**config.mk**
```make
export PLATFORM = sky130hd
export DESIGN_NAME = pc_seq_ctrl
export DESIGN_NICKNAME = d
export VERILOG_FILES = /design/src/rtl/pc_seq_ctrl.sv
export SDC_FILE = /design/constraint.sdc
export NUM_CORES = 1
export LEC_CHECK = 0
export ABC_AREA = 1
export CORE_AREA = 2 2 70 72
export DETAILED_ROUTE_END_ITERATION = 7
export DIE_AREA = 0 0 72 74
export REMOVE_ABC_BUFFERS = 1
export SYNTH_ARGS = -nofsm -noshare
export SYNTH_HDL_FRONTEND = slang
export SYNTH_SLANG_ARGS = --single-unit
```
**constraint.sdc**
```tcl
create_clock -name clk -period 2.05 [get_ports clk]
set_clock_uncertainty 0.05 [all_clocks]
set_input_delay 0.3075 -clock clk [delete_from_list [all_inputs] [get_ports clk]]
set_output_delay 0.3075 -clock clk [all_outputs]
set_load 0.05 [all_outputs]
```
**src/rtl/pc_seq_ctrl.sv**
```systemverilog
// Program-counter sequencer: owns the PC, walks each instruction through
// FETCH/DECODE, and resolves jump, conditional-branch and halt opcodes.
module pc_seq_ctrl #(
    parameter int unsigned     PC_W    = 16,
    parameter logic [5:0]      OP_JMP  = 6'b110000,
    parameter logic [5:0]      OP_BRZ  = 6'b110001,
    parameter logic [5:0]      OP_BRNZ = 6'b110010,
    parameter logic [5:0]      OP_HALT = 6'b111111,
    parameter logic [PC_W-1:0] RST_PC  = '0
) (
    input  logic            clk,
    input  logic            rst_n,
    input  logic [5:0]      ireg_op,
    input  logic [PC_W-1:0] target,
    input  logic            zero_flag,
    input  logic            stall,
    input  logic            imem_ready,
    input  logic            resume,
    output logic [PC_W-1:0] pc,
    output logic [1:0]      pc_src,
    output logic            fetch_req,
    output logic            ir_load,
    output logic            flush,
    output logic            halted
);

    localparam logic [1:0] SRC_TARGET = 2'b00;
    localparam logic [1:0] SRC_INC    = 2'b01;
    localparam logic [1:0] SRC_HOLD   = 2'b11;

    typedef enum logic [1:0] {
        ST_FETCH  = 2'b00,
        ST_DECODE = 2'b01,
        ST_HALT   = 2'b10
    } state_t;

    state_t          r_state;
    state_t          w_state_nxt;
    logic [PC_W-1:0] r_pc;
    logic [1:0]      r_pc_src;
    logic            r_fetch_req;
    logic            r_ir_load;
    logic            r_flush;
    logic            r_halted;

    logic            w_taken;
    logic            w_fetch_done;
    logic [PC_W-1:0] w_pc_inc;
    logic [PC_W-1:0] w_pc_nxt;
    logic [1:0]      w_pc_src_nxt;
    logic            w_fetch_req_nxt;
    logic            w_ir_load_nxt;
    logic            w_flush_nxt;
    logic            w_halted_nxt;

    // A fetch completes only once the request is actually on the bus.
    assign w_fetch_done = r_fetch_req & imem_ready;
    assign w_pc_inc     = r_pc + PC_W'(1);
    assign w_taken      = (ireg_op == OP_JMP)
                        | ((ireg_op == OP_BRZ)  &  zero_flag)
                        | ((ireg_op == OP_BRNZ) & ~zero_flag);

    // State and registered outputs
    always_ff @(posedge clk or negedge rst_n) begin
        if (!rst_n) begin
            r_state     <= ST_FETCH;
            r_pc        <= RST_PC;
            r_pc_src    <= SRC_HOLD;
            r_fetch_req <= 1'b0;
            r_ir_load   <= 1'b0;
            r_flush     <= 1'b0;
            r_halted    <= 1'b0;
        end else begin
            r_state     <= w_state_nxt;
            r_pc        <= w_pc_nxt;
            r_pc_src    <= w_pc_src_nxt;
            r_fetch_req <= w_fetch_req_nxt;
            r_ir_load   <= w_ir_load_nxt;
            r_flush     <= w_flush_nxt;
            r_halted    <= w_halted_nxt;
        end
    end

    // Next-state logic
    always_comb begin
        w_state_nxt = r_state;
        case (r_state)
            ST_FETCH: begin
                if (w_fetch_done) w_state_nxt = ST_DECODE;
            end
            ST_DECODE: begin
                if (!stall) begin
                    if (!w_taken && (ireg_op == OP_HALT)) w_state_nxt = ST_HALT;
                    else                                  w_state_nxt = ST_FETCH;
                end
            end
            ST_HALT: begin
                if (resume) w_state_nxt = ST_FETCH;
            end
            default: w_state_nxt = ST_FETCH;
        endcase
    end

    // Next values of the registered outputs
    always_comb begin
        w_pc_nxt      = r_pc;
        w_pc_src_nxt  = SRC_HOLD;
        w_ir_load_nxt = 1'b0;
        w_flush_nxt   = 1'b0;
        case (r_state)
            ST_FETCH: begin
                w_ir_load_nxt = w_fetch_done;
            end
            ST_DECODE: begin
                if (!stall) begin
                    if (w_taken) begin
                        w_pc_nxt     = target;
                        w_pc_src_nxt = SRC_TARGET;
                        w_flush_nxt  = 1'b1;
                    end else if (ireg_op != OP_HALT) begin
                        w_pc_nxt     = w_pc_inc;
                        w_pc_src_nxt = SRC_INC;
                    end
                end
            end
            ST_HALT: begin
                if (resume) begin
                    w_pc_nxt     = w_pc_inc;
                    w_pc_src_nxt = SRC_INC;
                end
            end
            default: ;
        endcase
        w_fetch_req_nxt = (w_state_nxt == ST_FETCH);
        w_halted_nxt    = (w_state_nxt == ST_HALT);
    end

    assign pc        = r_pc;
    assign pc_src    = r_pc_src;
    assign fetch_req = r_fetch_req;
    assign ir_load   = r_ir_load;
    assign flush     = r_flush;
    assign halted    = r_halted;

endmodule

```
Word-level counts from Yosys, hierarchy flattened

Cells that the tools add are included.

Register bits: 24
Bits of input ports: 28
Output and inout bits: 22

$add $sub $neg: 1
Eq/ne operators: 11
Mux-type cells: 19
Bitwise operators: 6
Reductions and logical operators: 6

Operator list:

| cell                                          | count |
|---|---|
| 2-to-1 mux 16 bit                             | 4 |
| case mux 16 bit (2 select lines)              | 1 |
| == test 6 bit, second input constant          | 4 |
| adder 16 x 1 -> 16 bit, second input constant | 1 |
| 2-to-1 mux 2 bit                              | 8 |
| != test 6 bit, second input constant          | 1 |
| case mux 2 bit (3 select lines)               | 1 |
| == test 2 bit, second input constant          | 2 |
| zero test 2 bit                               | 2 |
| 2-to-1 mux 1 bit                              | 4 |
| != test 2 bit, second input constant          | 2 |
| case mux 2 bit (2 select lines)               | 1 |
| AND reduction 4 bit                           | 1 |
| bitwise AND 1 bit                             | 3 |
| != test 3 bit, second input constant          | 1 |
| == test 2 x 1 -> 1 bit, second input constant | 1 |
| OR 1 bit                                      | 2 |
| nonzero test 2 bit                            | 1 |
| logical AND 1 bit                             | 1 |
| zero test 1 bit                               | 1 |
| NOT 1 bit                                     | 1 |

Depth between registers and ports, before layout

Gate-level depths: netlist of run 1.

Depth after elaboration: 10
Depth in mapped cells: 10
Gate-level depth less buffers: 9

Least setup slack after synthesis of run 1

No wires, ideal clock.

Path type: reg2reg
From: reg r_pc[1], in the netlist pc[1]
To: reg r_pc[6], in the netlist pc[6]
Data arrival time: 1.561 ns
Required time: 1.882 ns
Setup slack: 0.321 ns
Cell stages (with the launch flop): 8
Path buffers: 0
Period minus slack after synthesis: 1.729 ns
Cells stage by stage: dfrtp_1 ha_1 nand2_2 nor2_2 xor2_1 nand2_1 nand3_1 nand2_1

Word-level cells in the longest chain between the ends: 5
Elaborated cells between the ends (all ways): 6
Classes of those cells: 1 x add/sub; 5 x mux

RTL lines:

| item                                 | RTL line | text |
|---|---|---|
| from (decl)                          | 39       | `logic [PC_W-1:0] r_pc;` |
| from (signal assigned)               | 75       | `r_pc <= w_pc_nxt;` |
| adder 16 x 1 -> 16 bit (*)           | 58       | `assign w_pc_inc = r_pc + PC_W'(1);` |
| 2-to-1 mux 16 bit                    | 120      | `end else if (ireg_op != OP_HALT) begin` |
| 2-to-1 mux 16 bit                    | 116      | `if (w_taken) begin` |
| 2-to-1 mux 16 bit                    | 115      | `if (!stall) begin` |
| case mux 16 bit (2 select lines) (*) | 110      | `case (r_state)` |

Mark *: on every way between the ends. The rest lies on a longest branch, timed or not. The select of a mux whose other input is x is not followed.
A chain may end at the register's enable or synchronous reset.

Worst setup path after layout of run 1

From: reg r_pc[2], in the netlist pc[2]
To: out pc[2]

RTL lines:

| item      | RTL line | text |
|---|---|---|
| to (decl) | 19       | `output logic [PC_W-1:0] pc,` |

No word-level cell between the ends.

==> summary.txt, run 1 <==
Clock tree
  • Clk pin slew, worst setup/hold paths: 0.09 ns
  • Maximum clock path buffer count: 2
  • Root buf cell: clkbuf_8
  • Clock Latency Late Sink: ~0.27 ns
  • Num CTS Buffers: 3
  • CTS tree: built
  • Clock sink count: 24
  • Setup bufs post-CTS: 0
  • H-tree depth: 1
  • Cts hold-fix bufs: 0
  • Post-CTS Resized: 0

Finish
  • Layout cells sized above 1: 7.21%
  • Area occupied by multi-input gates: 890 um2
  • Diodes inserted: 0
  • Final Core Density: just under 50%
  • Layout area overhead: 37.9%
  • Fin cells: 359
  • Filler Cells Inserted: ~480
  • Nets: around 340
  • Post-route cell area: 2270 um2
  • Register area: 603 um2

Setup path
  • Req. time, crit path: 1.69 ns
  • R2R setup slack: 0.39 ns
  • Worst-path cell chain: clkdlybuf4s50_1
  • Critical path's slowest cell: clkdlybuf4s50_1
  • Worst Setup End Kind: output port
  • Crit-path max FO: 7
  • CP startpoint kind: flop
  • Critical path buffer and inverter count: 1
  • Max stage delay on crit path: 0.86 ns
  • Arrival time worst endpoint: 1.62 ns
  • Delay-heaviest family, CP: buffers and inverters
  • Crit path kind: flop to output port

Global routing
  • Initial antenna violation count: 0
  • First-pass GRT wire length: 6950 um
  • Gr ovfl total: 0
  • GRT Resource Usage Total: around 16%
  • Vias in the first global route: 1615
  • Largest net degree at the start of global routing: 25

Logic synthesis
  • FF+latch count, synth: 24
  • Post-synth EDFFs: 0
  • Mapped cell area: 1650 um2
  • Main flop type after synthesis: dfrtp_1
  • Yosys cell types: 24
  • Yosys warns: 0
  • Syn_area_per_cell: 6.53 um2
  • Seq/Total Area, Yosys: 36.7%
  • Async set-reset flop share out of synthesis: 100%
  • Synth Instances: 252

STA
  • Final Slew Violations: 0
  • Setup violators final: 0
  • FMAX: 0.506 GHz
  • Worst hold slack: between 0.3 and 0.4 ns
  • Setup TNS: 0 ns
  • Minimum clock period: 1.98 ns
  • Worst slew pin tran: a little over 0.5 ns
  • Tcrit/Tclk final: 96.5%
  • Final Hold Fails: 0
  • RSZ-0062 raised after global routing: false
  • Setup WS post-layout: 0.0720 ns
  • Rel. slew slack: 66.2%

Worst hold path
  • Worst Hold Class: input pin to async pin

Floorplanning
  • Row count: 25
  • Core ar.: roughly 4600 um2
  • Top Ports: 50
  • Starting density of the core: between 30% and 40%
  • Die H: 74 um
  • Die X: 72 um
  • Die area: 5330 um2

Detailed routing
  • DR vias: 1630
  • Vias per inst: 4.54
  • Avg WL per Cell: 10.8 um
  • DRT iter0 DRCs: 86
  • Routed Antenna Nets: 0
  • DRT Pass-1 Iters: 6
  • Post-Route WL: a little under 4000 um
  • DRC Markers: 0

Power
  • Peak VDD IR: 512 uV
  • Comb pwr share: 56.8%
  • Pint: 1.52 mW
  • Clock Power Share: between 10% and 20%
  • Leak: 1.12 nW
  • Overall power: between 2 and 3 mW
  • Sw Share: 48.8%
  • Sequential fraction of design power: 28.9%
  • PD cells: 1310 nW/um2
  • Switch Pwr: ~1.4 mW

Placed design
  • Post-DP HPWL: 2970 um
  • Placed cell count: 355
  • Port buffer count: 49
  • Place WS: between 0.2 and 0.3 ns
  • Area after DPL: 2200 um2
  • GP Congestion: 0.793

Run status
  • Run status: completed

Flow run
  • MaxCap Viol Count: 0
## flip-flops by register name, indices dropped and copies added, names as in the netlist
signal	cells
pc	16
pc_src	2
r_state	2
fetch_req	1
flush	1
halted	1
ir_load	1
## final timing paths
path | start | depth (start not counted) | to
setup / recovery | pc[2]$_DFFE_PN0P_ | 1 | pc[2]
hold / removal | rst_n | 2 | pc[12]$_DFFE_PN0P_
setup reg to reg | r_state[1]$_DFF_PN0_ | 10 | pc[15]$_DFFE_PN0P_
hold reg to reg | pc[15]$_DFFE_PN0P_ | 2 | pc[15]$_DFFE_PN0P_
max in group asynchronous | rst_n | 2 | pc_src[1]$_DFF_PN1_
min in group clk | pc[15]$_DFFE_PN0P_ | 2 | pc[15]$_DFFE_PN0P_
## cells by family (layout without fill, tap and decap cells)
kind of cell / Yosys count / after routing / share of synthesized area [%]
simple gates: 173 / 173 / 45.1
buf+inv: 35 / 88 / 9.28
flops: 24 / 24 / 36.7
compound gates: 13 / 13 / 4.11
fa+ha+maj: 5 / 5 / 3.80
xor+xnor: 2 / 2 / 1.06
## cell usage after synthesis (2+ instances only)
cell	number	area (um2)
inv_1	30	113
a21oi_1	2	10.0
nand3_1	23	115
nor2_2	4	25.0
nor2_1	39	146
ha_1	5	62.6
buf_2	2	10.0
nand3_2	2	20.0
o21ai_1	3	15.0
dfstp_2	2	52.6
nand2_1	92	345
nand4_1	5	31.3
o21ai_0	7	35.0
dfrtp_1	22	551
nand3b_1	2	15.0
nand2_2	3	18.8
buf_6	2	22.5
## placed cells by master, fill, tap and decap left out, drive strengths merged, types with 3 or more instances in the layout
| cell type | count |
|---|---|
| nand3 | 25 |
| clkdlybuf4s50 | 48 |
| nand4 | 5 |
| nor2 | 44 |
| clkbuf | 3 |
| buf | 6 |
| dfrtp | 22 |
| inv | 30 |
| ha | 5 |
| o21ai | 10 |
| nand2 | 95 |
## layer usage
metal	track usage, %	vias to the layer above	part of all wire (%)
li1	-	889	-
met1	20.0	700	46
met2	28.5	39	47
met3	3.39	2	5.9
met4	5.87	0	0.75
met5	0	-	0
## power by group through the flow
stage | Combinational [mW] | Sequential, mW | Clock [mW]
6_report | 1.69 | 0.859 | 0.422
5_1_grt | 1.88 | 0.890 | 0.456
4_1_cts | 1.70 | 0.859 | 0.439
3_5_place_dp | 1.70 | 0.867 | 0
3_3_place_gp | 1.69 | 0.868 | 0
2_1_floorplan | 0.665 | 1.33 | 0
## layout make-up
| type | count | share of cell area, % |
|---|---|---|
| clock buffer | 3 | 1.82 |
| inverter | 30 | 4.96 |
| timing repair buffer | 54 | 23.2 |
| sequential | 24 | 26.6 |
| tap | 54 | 2.98 |
| multi-input combinational | 193 | 39.2 |
| clock inverter | 1 | 1.32 |
No activity file was read; power rests on OpenSTA's default activity.
==> run 2, diff against run 1 <==
Settings changed: CTS_CLUSTER_SIZE set to 14.
==> results of run 2 <==
Final layout, timing and power as in run 1 (identical DEF).
==> run 3, diff against run 2 <==
Settings changed: SKIP_LAST_GASP set to 1.
==> results of run 3 <==
Final layout, timing and power as in run 1 (identical DEF).
